### src/rtl/debug_frame_sender_if.sv
// Snapshot-read and UART-FIFO signal bundle for debug_frame_sender.
// The sender attaches through the slave modport; its environment uses master.
interface debug_frame_sender_if #(
  parameter int IDX_W = 8
) ();
  logic             start;
  logic [IDX_W-1:0] wordIndex;
  logic [31:0]      wordData;
  logic             fifoFull;
  logic [7:0]       dataToUartOutFifo;
  logic             writeFifoFlag;
  logic             busy;
  logic             done;

  modport master (
    output start,
    output wordData,
    output fifoFull,
    input  wordIndex,
    input  dataToUartOutFifo,
    input  writeFifoFlag,
    input  busy,
    input  done
  );

  modport slave (
    input  start,
    input  wordData,
    input  fifoFull,
    output wordIndex,
    output dataToUartOutFifo,
    output writeFifoFlag,
    output busy,
    output done
  );
endinterface

### src/rtl/debug_frame_sender.sv
// Serialises a frozen debug snapshot as a byte frame into the UART TX FIFO.
// Optional trailing XOR checksum byte enabled by defining CHECKSUM_EN.
module debug_frame_sender #(
  parameter int         WORD_COUNT  = 16,
  parameter logic [7:0] HEADER_BYTE = 8'hA5,
  parameter int         IDX_W       = 8
) (
  input logic clock,
  input logic reset,
  debug_frame_sender_if.slave bus
);

  localparam logic [7:0]       COUNT_BYTE = 8'(WORD_COUNT);
  localparam logic [IDX_W-1:0] LAST_IDX   = IDX_W'(WORD_COUNT - 1);

`ifdef CHECKSUM_EN
  typedef enum logic [2:0] {
    IDLE, HEADER, COUNT, LOAD, BYTE, CSUM, DONE
  } state_t;
`else
  typedef enum logic [2:0] {
    IDLE, HEADER, COUNT, LOAD, BYTE, DONE
  } state_t;
`endif

  state_t           state_q, state_d;
  logic [IDX_W-1:0] idx_q, idx_d;
  logic [31:0]      shift_q, shift_d;
  logic [1:0]       cnt_q, cnt_d;
  logic [7:0]       byte_val;
  logic             emit;
`ifdef CHECKSUM_EN
  logic [7:0]       csum_q, csum_d;
`endif

  always_ff @(posedge clock) begin
    if (reset) begin
      state_q <= IDLE;
      idx_q   <= '0;
      shift_q <= '0;
      cnt_q   <= '0;
`ifdef CHECKSUM_EN
      csum_q  <= '0;
`endif
    end else begin
      state_q <= state_d;
      idx_q   <= idx_d;
      shift_q <= shift_d;
      cnt_q   <= cnt_d;
`ifdef CHECKSUM_EN
      csum_q  <= csum_d;
`endif
    end
  end

  // Emitting states hold everything while the FIFO is full.
  always_comb begin
    state_d  = state_q;
    idx_d    = idx_q;
    shift_d  = shift_q;
    cnt_d    = cnt_q;
    byte_val = 8'h00;
    emit     = 1'b0;
`ifdef CHECKSUM_EN
    csum_d   = csum_q;
`endif
    unique case (state_q)
      IDLE: begin
        if (bus.start) begin
          state_d = HEADER;
          idx_d   = '0;
`ifdef CHECKSUM_EN
          csum_d  = '0;
`endif
        end
      end
      HEADER: begin
        emit     = 1'b1;
        byte_val = HEADER_BYTE;
        if (!bus.fifoFull) state_d = COUNT;
      end
      COUNT: begin
        emit     = 1'b1;
        byte_val = COUNT_BYTE;
        if (!bus.fifoFull) begin
          state_d = LOAD;
`ifdef CHECKSUM_EN
          csum_d  = csum_q ^ COUNT_BYTE;
`endif
        end
      end
      LOAD: begin
        shift_d = bus.wordData;
        cnt_d   = '0;
        state_d = BYTE;
      end
      BYTE: begin
        emit     = 1'b1;
        byte_val = shift_q[31:24];
        if (!bus.fifoFull) begin
          shift_d = {shift_q[23:0], 8'h00};
          cnt_d   = cnt_q + 2'd1;
`ifdef CHECKSUM_EN
          csum_d  = csum_q ^ shift_q[31:24];
`endif
          if (cnt_q == 2'd3) begin
            if (idx_q == LAST_IDX) begin
`ifdef CHECKSUM_EN
              state_d = CSUM;
`else
              state_d = DONE;
`endif
            end else begin
              idx_d   = idx_q + 1'b1;
              state_d = LOAD;
            end
          end
        end
      end
`ifdef CHECKSUM_EN
      CSUM: begin
        emit     = 1'b1;
        byte_val = csum_q;
        if (!bus.fifoFull) state_d = DONE;
      end
`endif
      DONE: state_d = IDLE;
      default: state_d = IDLE;
    endcase
  end

  assign bus.wordIndex         = idx_q;
  assign bus.dataToUartOutFifo = byte_val;
  assign bus.writeFifoFlag     = emit & ~bus.fifoFull;
  assign bus.busy              = (state_q != IDLE);
  assign bus.done              = (state_q == DONE);

endmodule

### src/flat_wrapper.sv
// flat-port wrapper written by rule: the top's interface ports become plain ports
module debug_frame_sender_flat 
#(
  parameter int         WORD_COUNT  = 16,
  parameter logic [7:0] HEADER_BYTE = 8'hA5,
  parameter int         IDX_W       = 8
)
  (clock, reset, bus_start, bus_wordData, bus_fifoFull, bus_wordIndex, bus_dataToUartOutFifo, bus_writeFifoFlag, bus_busy, bus_done);
  debug_frame_sender_if #(.IDX_W(IDX_W)) bus_i ();
  input logic clock;
  input logic reset;
  input wire logic [$bits(bus_i.start)-1:0] bus_start;
  input wire logic [$bits(bus_i.wordData)-1:0] bus_wordData;
  input wire logic [$bits(bus_i.fifoFull)-1:0] bus_fifoFull;
  output wire logic [$bits(bus_i.wordIndex)-1:0] bus_wordIndex;
  output wire logic [$bits(bus_i.dataToUartOutFifo)-1:0] bus_dataToUartOutFifo;
  output wire logic [$bits(bus_i.writeFifoFlag)-1:0] bus_writeFifoFlag;
  output wire logic [$bits(bus_i.busy)-1:0] bus_busy;
  output wire logic [$bits(bus_i.done)-1:0] bus_done;
  assign bus_i.start = bus_start;
  assign bus_i.wordData = bus_wordData;
  assign bus_i.fifoFull = bus_fifoFull;
  assign bus_wordIndex = bus_i.wordIndex;
  assign bus_dataToUartOutFifo = bus_i.dataToUartOutFifo;
  assign bus_writeFifoFlag = bus_i.writeFifoFlag;
  assign bus_busy = bus_i.busy;
  assign bus_done = bus_i.done;
  debug_frame_sender #(.WORD_COUNT(WORD_COUNT), .HEADER_BYTE(HEADER_BYTE), .IDX_W(IDX_W)) u_core (.clock(clock), .reset(reset), .bus(bus_i));
endmodule
### config.mk
export PLATFORM = sky130hd
export DESIGN_NAME = debug_frame_sender_flat
export DESIGN_NICKNAME = d
export VERILOG_FILES = /design/src/rtl/debug_frame_sender_if.sv /design/src/rtl/debug_frame_sender.sv /design/src/flat_wrapper.sv
export SDC_FILE = /design/constraint.sdc
export NUM_CORES = 1
export LEC_CHECK = 0
export CORE_MARGIN = 2
export CORE_UTILIZATION = 46
export CTS_BUF_LIST = sky130_fd_sc_hd__clkbuf_2
export CTS_CLUSTER_DIAMETER = 30
export CTS_CLUSTER_SIZE = 16
export DETAILED_ROUTE_END_ITERATION = 10
export PLACE_DENSITY_LB_ADDON = 0.2
export SETUP_SLACK_MARGIN = 0.02
export SLEW_MARGIN = 5
export SYNTH_ARGS = -nofsm -noshare
export SYNTH_HDL_FRONTEND = slang
export SYNTH_SLANG_ARGS = --single-unit
### constraint.sdc
create_clock -name clock -period 1.75 [get_ports clock]
set_input_delay 0.2625 -clock clock [delete_from_list [all_inputs] [get_ports clock]]
set_output_delay 0.2625 -clock clock [all_outputs]
set_load 0.01 [all_outputs]
---- Yosys cells after proc, flatten, opt, wreduce, memory -nomap -nowiden ----
Cells that the tools add are included.
word-level totals
  register bits ........................... 45
  latch bits .............................. 0
  memory bits (writable) .................. 0
  memory bits (read-only) ................. 0
  bits of input ports ..................... 36
  output and inout bits ................... 19
  word-level logic and storage cells ...... 47
  memories kept ........................... 0
cells by class
  add/subtract/negate cells ............... 2
  multipliers ............................. 0
  divide/modulo/power cells ............... 0
  order comparisons ....................... 0
  eq/ne operators ......................... 13
  shifts and indexed selects .............. 0
  multiplexer cells ....................... 18
  bitwise operators ....................... 2
  reductions and logical operators ........ 8
operator list
  kind                                                              number
  32-bit case mux with 2 select lines                               1
  32-bit two-way mux                                                1
  8-bit two-way mux                                                 4
  8-bit case mux with 3 select lines                                1
  3-bit two-way mux                                                 6
  8-bit case mux with 2 select lines                                1
  3-bit case mux with 5 select lines                                1
  2-bit != test (second input constant)                             5
  5-bit AND reduction                                               2
  8-bit by 1-bit adder with 8-bit output (second input constant)    1
  8-bit by 4-bit == test with 1-bit output (second input constant)  1
  3-bit by 2-bit == test with 1-bit output (second input constant)  2
  3-bit == test (second input constant)                             2
  2-bit case mux with 2 select lines                                1
  2-bit nonzero test                                                2
  3-bit by 1-bit == test with 1-bit output (second input constant)  1
  3-bit zero test                                                   1
  3-bit nonzero test                                                1
  3-bit OR reduction                                                1
  2-bit by 1-bit adder with 2-bit output (second input constant)    1
  2-bit == test (second input constant)                             1
  2-bit two-way mux                                                 1
  2-bit by 1-bit != test with 1-bit output (second input constant)  1
  2-bit AND reduction                                               1
  3 further kinds                                                   3

---- Logic depth before layout (Yosys ltp) ----
Gate-level depths: netlist of the first run.
  word-level depth ........................ 5
  depth in mapped cells ................... 6
  mapped depth without buffers ............ 5

---- Worst setup path before layout of the first run ----
OpenSTA, ideal clock, no wires.
  kind .................................... register -> register
  start point ............................. register u_core.idx_q[0] (netlist: u_core.bus.wordIndex[0])
  end point ............................... register u_core.idx_q[0] (netlist: u_core.bus.wordIndex[0])
  setup time .............................. 0.123 ns
  data arrival time ....................... 1.559 ns
  required time ........................... 1.627 ns
  slack ................................... 0.068 ns
  cell stages (with the launch flop) ...... 6
  path buffers ............................ 0
  clock period less this slack ............ 1.682 ns
  path through ............................ dfxtp_1 > ha_1 > and3_1 > and2_1 > a31oi_1 > mux2_1
between the ends
  longest elaborated chain between the ends .. 5
  elaborated cells on any way between the ends .. 8
  those cells by class .................... 1 x add/sub; 2 x eq/ne; 4 x mux; 1 x reduce/logical
RTL lines
  what                                    RTL line                   text
  start, declared                         debug_frame_sender.sv:27   logic [IDX_W-1:0] idx_q, idx_d;
  start signal, assigned                  debug_frame_sender.sv:47   idx_q <= idx_d;
  8-bit by 1-bit adder with 8-bit output  debug_frame_sender.sv:114  idx_d = idx_q + 1'b1;
  8-bit two-way mux                       debug_frame_sender.sv:107  if (idx_q == LAST_IDX) begin
  8-bit two-way mux                       debug_frame_sender.sv:106  if (cnt_q == 2'd3) begin
  8-bit two-way mux                       debug_frame_sender.sv:100  if (!bus.fifoFull) begin
  8-bit case mux with 2 select lines      debug_frame_sender.sv:67   unique case (state_q)
Several ways; a longest one is shown, not always the timed one. The select of a mux whose other input is x is not followed.
A chain may end at the register's enable or synchronous reset.

---- Worst setup path in the final report of the first run ----
  start point ............................. register u_core.state_q[2]
  end point ............................... output port bus_dataToUartOutFifo[0]
between the ends
  longest elaborated chain between the ends .. 2
  elaborated cells on any way between the ends .. 4
  those cells by class .................... 3 x eq/ne; 1 x mux
RTL lines
  what                                   RTL line                  text
  start, declared                        debug_frame_sender.sv:26  state_t state_q, state_d;
  start signal, assigned                 debug_frame_sender.sv:46  state_q <= state_d;
  3-bit == test (tied with other cells)  debug_frame_sender.sv:67
  8-bit case mux with 3 select lines *   debug_frame_sender.sv:67
  end, declared                          flat_wrapper.sv:16        output wire logic [$bits(bus_i.dataToUartOutFifo)-1:0] bus_dataToUartOutFifo;
Every way passes the cells marked *; elsewhere a longest branch is shown, timed or not.

==> results of run 1 <==
[placed cells by master (no fill, tap or decap), types with 3 or more instances in the layout]
master	instances
a211oi_1	3
a21oi_1	15
a22oi_1	8
a311oi_1	3
a311oi_2	24
and3_1	5
buf_2	7
buf_4	42
buf_6	11
clkbuf_2	9
clkdlybuf4s50_1	37
dfxtp_1	36
dfxtp_2	5
dfxtp_4	4
dlymetal6s2s_1	4
nand2_1	49
nand2b_1	3
nand3_1	4
nor2_1	40
nor2_2	4
nor3_1	6
o21ai_0	4
[Yosys cell counts (all sizes together) (6+ instances only)]
cell type and count:
buf 12, a311oi 27, and3 6, nor2 46, a22oi 8, nor3 6
nand2 49, o21ai 6, nand3 6, dfxtp 45, clkbuf 11, a21oi 17
[stage by stage]
| step | hold slack (ps) | std cells |
|---|---|---|
| final | 124.4 | 435 |
| after global routing | 93.98 | 435 |
| after CTS | 109.7 | 425 |
| after detailed placement | 453.0 | 404 |
| after global placement | 444.7 | 404 |
| after floorplan | 423.3 | 274 |
[worst register-to-register path: cells and delay by family, from the launching register on]
family,cells,cell delay [ps]
buffers and inverters,6,780
DFF,1,410
AOI/OAI and AO/OA,2,320
and+or+nand+nor,1,170
[state kept, by name (all words and copies together) (netlist names)]
name	flops
u_core.bus.wordIndex	8
u_core.cnt_q	2
u_core.shift_q	32
u_core.state_q	3
[kinds of logic after synthesis]
group | synth area share
xor+xnor | 0.003748
fa+ha+maj | 0.01070
compound gates | 0.2800
simple gates | 0.2522
buf+inv | 0.05888
flops | 0.3854
mux | 0.009100
[timing repair]
action,CTS,global route
endpoints found under the hold margin,0,0
hold buffers,0,0
buffers inserted,13,10
pin swaps,3,8
resized for setup,61,31
setup endpoints to repair,39,50
gates cloned,1,0
[final cells by class]
type	count	share of cell area
timing repair buffer	110	0.2958
clock inverter	1	0.001097
clock buffer	6	0.008775
sequential	45	0.2695
tap	67	0.02450
multi-input combinational	204	0.3982
inverter	2	0.002194
[final timing paths]
path         cells past startpoint                       end               startpoint  slack (ps)
min reg2reg                      1   u_core.bus.wordIndex[6]  u_core.bus.wordIndex[6]         500
max                              5  bus_dataToUartOutFifo[0]        u_core.state_q[2]         -70
max reg2reg                      9        u_core.shift_q[13]        u_core.state_q[0]           0
min                              2        u_core.shift_q[13]                    reset         120
[layer usage]
layer  GRT usage  share of wire
met3     0.04284          0.059
met4     0.05263          0.012
met1      0.3062           0.44
met5           0              0
met2      0.4058           0.49
[power by group]
group	switching (mW)	total (mW)	internal (mW)
Combinational	0.580	1.24	0.661
Clock	0.326	0.419	0.0931
Sequential	0.0728	1.21	1.14
Total	0.979	2.87	1.89
==> flow_summary_export.csv, run 1 <==
group,metric,value,unit
timing,finalSetupViolCount,3,
worst_setup_path,critPathKind,"reg2out",
placement,dp_hpwl,4.042,mm
finish,final_area,3422,um^2
drt,drt_first_iter_violations,133,
synthesis,yosys.area.top_type,"dfxtp_1",
global_routing,track_usage,0.2350,
global_routing,gr-total-overflow,0,
synthesis,synth_top_area_frac,0.3854,
synthesis,ys_warn_count,0,
placement,place_ws,-42.44,ps
worst_setup_path,critical-path-slowest-cell,"dfxtp_4",
timing,finalHoldViolations,0,
cts,clk_pin_slew,220,ps
global_routing,grt_pass1_vias,2172,
floorplan,ios,55,
finish,regArea,922.1,um^2
cts,cts.path.max_buffers,2,
outcome,status,"finished, violations left",
synthesis,synthCells,274,
worst_setup_path,crit_arrival,1560,ps
worst_setup_path,crit_path_start_kind,"flip-flop",
floorplan,core,4817,um^2
worst_setup_path,path_buf_inv,2,
synthesis,async_flop_share,0,
drt,via_count,2366,
synthesis,syn_area_per_cell,8.530,um^2
timing,tightest_slew,347.9,ps
finish,area_delta_synth_final,46.41,%
synthesis,syn_nets,312,
drt,drt-pass1-iter-count,4,
power_and_ir_drop,power,2.869,mW
timing,finClkSkew,19.34,ps
synthesis,ys_seq_area_frac,0.3854,
drt,wl_per_cell,15.23,um
power_and_ir_drop,ir_drop,0.0004743,V
global_routing,grt_pass1_wl,10.14,mm
finish,nNetsFinal,406,
min_path,hold_class,"in2reg",
finish,final_util,0.7104,
finish,nFillCells,387,
timing,maxSlewHeadroom,0.7681,
timing,tns,-150.7,ps
placement,gp_congestion,0.8074,
synthesis,synth_edf_count,0,
timing,grt_setup_unrepaired,"yes",
cts,cts_sinks,45,
floorplan,rows,25,
timing,final.setup.worst_slack,-74.55,ps
power_and_ir_drop,p_per_area,838.3,nW/um^2
worst_setup_path,cp_cell_sequence,"nor2b_2, buf_4, a21oi_1, nor2_1, clkdlybuf4s15_2",
drt,drcViolationCount,0,
worst_setup_path,slowest_delay,420,ps
cts,cts_inserted_buffers,5,
placement,io_buffers,54,
cts,worstSkewPairLatency,420,ps
synthesis,synth-seq-cells,45,
synthesis,synth.area.top_cells,"dfxtp_1 39%, a311oi_2 15%, nand2_1 7.9%, nor2_1 7.4%, a21oi_1 3.6%",
floorplan,die-height,75.28,um
finish,multi_input_area,1363,um^2
cts,clock_tree.root_cell,"clkbuf_2",
worst_setup_path,cp_max_fo,7,
drt,drt_wl_total,6.625,mm
timing,fin_crit,1825,ps
power_and_ir_drop,leakage,1.390,nW
synthesis,syn-cell-area,2337,um^2
cts,cts_tree,"done",
timing,post-route-period-util,1.043,
global_routing,grt_max_degree,27,
timing,fmax,548.1,MHz
outcome,violations,"setup timing",
cts,cts-htree-levels,2,
finish,diodes,0,
synthesis,ys.flop_type,"dfxtp_1",
synthesis,yosysUniqueCellTypes,42,
drt,vias_per_cell,5.439,
flow_run,maxCapViolCount,0,
worst_setup_path,path_delay_family,"flip-flops",
drt,ant_nets,0,
finish,drive_gt1_frac,0.3424,
floorplan,die_w,75.28,um
timing,final_max_slew_viol_count,0,
placement,dpl_cell_area,3079,um^2
worst_setup_path,endpoint_kind,"primary output",
worst_setup_path,critPathRequiredTime,1490,ps
floorplan,initial_utilization,0.4852,
floorplan,dieArea,5667,um^2
global_routing,antenna_found_initial,0,
Note: power is estimated with default switching activity, not from simulation.
==> run 2, diff against run 1 <==
CORE_UTILIZATION = 55   (was 46)
clock period = 2.3 ns   (was 1.75 ns; I/O delays follow)
==> flow_summary_export.csv, run 2 (synthesis gave the netlist of run 1 again) <==
group,metric,value,unit
power_and_ir_drop,power,2.030,mW
placement,io_buffers,54,
drt,drt-pass1-iter-count,4,
finish,nFillCells,320,
timing,final_max_slew_viol_count,0,
placement,dp_cells,366,
power_and_ir_drop,ir_drop,0.0004542,V
cts,cts_inserted_buffers,5,
timing,grt_setup_unrepaired,"no",
floorplan,die-height,69.19,um
flow_run,maxCapViolCount,0,
power_and_ir_drop,leakage,1.135,nW
timing,finalSetupViolCount,0,
floorplan,rows,23,
cts,clk_pin_slew,220,ps
finish,drive_gt1_frac,0.1626,
worst_setup_path,crit_arrival,1820,ps
finish,regArea,904.6,um^2
min_path,min_from,"reset",
cts,clock_tree.root_cell,"clkbuf_2",
global_routing,antenna_found_initial,0,
timing,post-route-period-util,0.9396,
global_routing,grt_pass1_vias,1985,
drt,drt_wl_total,5.460,mm
floorplan,die_w,69.19,um
timing,maxSlewHeadroom,0.5738,
drt,drt_first_iter_violations,137,
finish,final_common_cell,"nand2_1",
placement,dp_hpwl,3.802,mm
drt,via_count,2167,
drt,wl_per_cell,14.52,um
global_routing,track_usage,0.2323,
finish,area_delta_synth_final,28.43,%
worst_setup_path,critPathKind,"reg2out",
outcome,status,"complete, no violations",
finish,multi_input_area,1306,um^2
drt,vias_per_cell,5.763,
worst_setup_path,critPathRequiredTime,1960,ps
power_and_ir_drop,p_per_area,676.4,nW/um^2
cts,worstSkewPairLatency,420,ps
timing,finalHoldViolations,0,
floorplan,initial_utilization,0.5760,
worst_setup_path,startpoint,"u_core.state_q[0]",
cts,cts_sinks,45,
timing,fmax,462.7,MHz
finish,final_cell_count_no_fill,376,
cts,cts_hold_buf,0,
cts,cts-htree-levels,2,
finish,largest_reg_flops,32,
worst_setup_path,cp_max_fo,7,
floorplan,dieArea,4787,um^2
timing,finClkSkew,4.108,ps
timing,tns,0,ps
finish,largest-register,"u_core.shift_q",
timing,tightest_slew,637.0,ps
placement,gp_congestion,0.8342,
floorplan,core,4058,um^2
worst_setup_path,crit_path_start_kind,"flip-flop",
worst_setup_path,endpoint_kind,"primary output",
cts,cts_tree,"done",
drt,drcViolationCount,0,
min_path,hold_class,"in2reg",
cts,cts.path.max_buffers,2,
timing,fin_crit,2161,ps
finish,final_cell_mix,"49 x nand2_1, 47 x clkdlybuf4s50_1, 44 x nor2_1, 44 x dfxtp_1, 24 x a311oi_2",
finish,diodes,0,
worst_setup_path,r2r_start,"u_core.state_q[2]",
global_routing,grt_max_degree,50,
drt,ant_nets,0,
global_routing,gr-total-overflow,0,
finish,nNetsFinal,363,
floorplan,ios,55,
global_routing,grt_pass1_wl,9.101,mm
[run 2: repair_timing]
item                       in CTS  in global routing
gates resized for setup         5                  6
buffers inserted                2                  0
setup endpoints to repair       8                  5
[run 2: area by class of cell]
class,count,area share
well taps,50,0.02084
multi-input cells,204,0.4352
inverters,2,0.002501
repair buffers,67,0.2188
clock inverters,2,0.01125
flip-flops and latches,45,0.3014
clock buffers,6,0.01000
[run 2: power by group]
| group | total (mW) | switching, mW | internal (mW) |
|---|---|---|---|
| Combinational | 0.681 | 0.358 | 0.324 |
| Clock | 0.441 | 0.256 | 0.185 |
| Sequential | 0.908 | 0.0455 | 0.862 |
[run 2: metal layers]
layer | wire length (um) | global-route usage | up-vias
li1 | - | - | 1084
met3 | 371 | 0.04215 | 9
met1 | 2471 | 0.3208 | 1009
met5 | 0 | 0 | -
met4 | 82 | 0.09368 | 0
met2 | 2534 | 0.3590 | 65
[run 2: worst max-delay path: stages, from the launching register on]
cell	delay, ps
dfxtp_4	410
nor2_2	260
and3_1	200
clkdlybuf4s50_1	520
[run 2: metrics by stage]
stage | area [um^2] | utilization | worst slack (ps) | hold WS, ps
floorplan | 2337 | - | 618.1 | 435.6
detailed placement | 2900 | 0.7148 | 273.6 | 455.5
global route | 3002 | 0.7397 | 38.37 | 286.9
global placement | 2900 | 0.7148 | 315.5 | 442.6
finish | 3002 | 0.7397 | 138.8 | 276.9
CTS | 2987 | 0.7360 | 20.70 | 270.9
[run 2: final timing paths]
check	depth (start not counted)	to	slack (ps)
worst min-delay path	2	u_core.shift_q[0]	280
worst max-delay path	3	bus_dataToUartOutFifo[1]	140
worst min register to register	2	u_core.cnt_q[1]	480
worst max register to register	6	u_core.shift_q[17]	370
==> run 3, diff against run 2 <==
PLACE_DENSITY = 0.95   (was unset)
PLACE_DENSITY_LB_ADDON = unset   (was 0.2)
==> flow_summary_export.csv, run 3 (synthesis gave the netlist of run 1 again) <==
group,metric,value,unit
outcome,status,"complete, no violations",
drt,wl_per_cell,14.94,um
drt,drt_first_iter_violations,227,
worst_setup_path,critPathKind,"reg2out",
timing,finClkSkew,17.80,ps
power_and_ir_drop,power,2.038,mW
finish,final_common_cell,"nand2_1",
global_routing,grt_pass1_vias,2147,
drt,drt-pass1-iter-count,4,
timing,maxSlewHeadroom,0.5540,
drt,via_count,2235,
finish,diodes,0,
timing,grt_setup_unrepaired,"no",
floorplan,rows,23,
cts,cts_sinks,45,
finish,largest-register,"u_core.shift_q",
flow_run,maxCapViolCount,0,
power_and_ir_drop,leakage,1.147,nW
worst_setup_path,critical-path-slowest-cell,"clkdlybuf4s50_1",
cts,cts-htree-levels,2,
floorplan,die_w,69.19,um
timing,finalSetupViolCount,0,
global_routing,antenna_found_initial,0,
placement,io_buffers,54,
cts,cts_inserted_buffers,5,
timing,post-route-period-util,0.9346,
finish,drive_gt1_frac,0.1656,
global_routing,grt_pass1_wl,9.390,mm
timing,finalHoldViolations,0,
cts,cts_tree,"done",
finish,final_cell_mix,"49 x nand2_1, 47 x clkdlybuf4s50_1, 45 x nor2_1",
power_and_ir_drop,p_per_area,679.8,nW/um^2
worst_setup_path,path_buf_inv,1,
timing,tns,0,ps
floorplan,die-height,69.19,um
worst_setup_path,cp_max_fo,14,
global_routing,grt_max_degree,30,
worst_setup_path,endpoint_kind,"primary output",
floorplan,core,4058,um^2
drt,ant_nets,0,
power_and_ir_drop,ir_drop,0.0003936,V
cts,cts.path.max_buffers,2,
placement,gp_congestion,0.8721,
finish,largest_reg_flops,32,
worst_setup_path,crit_path_start_kind,"flip-flop",
drt,drcViolationCount,0,
cts,cts_hold_buf,0,
worst_setup_path,slowest_delay,530,ps
finish,nNetsFinal,363,
timing,fmax,465.2,MHz
floorplan,initial_utilization,0.5760,
finish,nFillCells,286,
global_routing,track_usage,0.2364,
timing,fin_crit,2150,ps
worst_setup_path,critPathRequiredTime,1960,ps
drt,drt_wl_total,5.618,mm
finish,area_delta_synth_final,28.27,%
worst_setup_path,path_delay_family,"buffers and inverters",
cts,clock_tree.root_cell,"clkbuf_2",
min_path,hold_class,"in2reg",
placement,dp_hpwl,3.986,mm
worst_setup_path,cp_cell_sequence,"nor2_4, and3_1, clkdlybuf4s50_1",
global_routing,gr-total-overflow,0,
cts,clk_pin_slew,210,ps
timing,final_max_slew_viol_count,0,
cts,worstSkewPairLatency,420,ps
floorplan,dieArea,4787,um^2
timing,tightest_slew,669.0,ps
floorplan,ios,55,
worst_setup_path,crit_arrival,1800,ps
drt,vias_per_cell,5.944,
## run 3: routing by layer
| layer | wire, um | vias to the layer above | track usage |
|---|---|---|---|
| li1 | - | 1090 | - |
| met1 | 2454 | 1068 | 0.2972 |
| met2 | 2799 | 65 | 0.3974 |
| met3 | 263 | 12 | 0.04797 |
| met4 | 102 | 0 | 0.09150 |
| met5 | 0 | - | 0 |
## run 3: worst paths after layout
check	start	endpoint	slack (ps)	cells past startpoint
setup / recovery	u_core.state_q[1]	bus_dataToUartOutFifo[1]	150	3
hold / removal	reset	u_core.state_q[2]	460	2
setup reg to reg	u_core.state_q[0]	u_core.shift_q[31]	220	7
hold reg to reg	u_core.cnt_q[1]	u_core.cnt_q[1]	480	2
## run 3: per-stage QoR
step,setup WS (ps),instances,cell area [um^2],util,hold slack [ps]
after floorplan,618.1,274,2337,-,435.6
after global placement,329.1,365,2880,0.7098,444.3
after detailed placement,245.4,365,2880,0.7098,455.6
after CTS,43.41,374,2963,0.7302,440.7
after global routing,53.31,376,2998,0.7388,487.9
final,150.5,376,2998,0.7388,455.2
## run 3: cell type report
class	count	area, um^2	area share
well taps	50	62.56	0.02087
clock inverters	2	33.78	0.01127
flip-flops and latches	45	907.1	0.3026
inverters	2	7.507	0.002504
repair buffers	67	648.1	0.2162
clock buffers	6	30.03	0.01002
multi-input cells	204	1309	0.4366
## run 3: power breakdown
part,internal (mW),total [mW],switching (mW)
logic,0.325,0.666,0.340
clock network,0.185,0.436,0.251
registers,0.864,0.937,0.0726
total,1.37,2.04,0.664
## run 3: worst register-to-register path: cells and delay by family, from the launching register on
| family | cells | cell delay, ps |
|---|---|---|
| buffers and inverters | 3 | 620 |
| AOI/OAI and AO/OA | 2 | 400 |
| and+or+nand+nor | 2 | 570 |
| DFF | 1 | 420 |
## run 3: timing repair
| item | in CTS | in global routing |
|---|---|---|
| endpoints found under the setup margin | 9 | 9 |
| setup buffers | 1 | 2 |
| hold endpoints to repair | 0 | 0 |
| gates resized for setup | 6 | 7 |
| pin swaps | 0 | 0 |
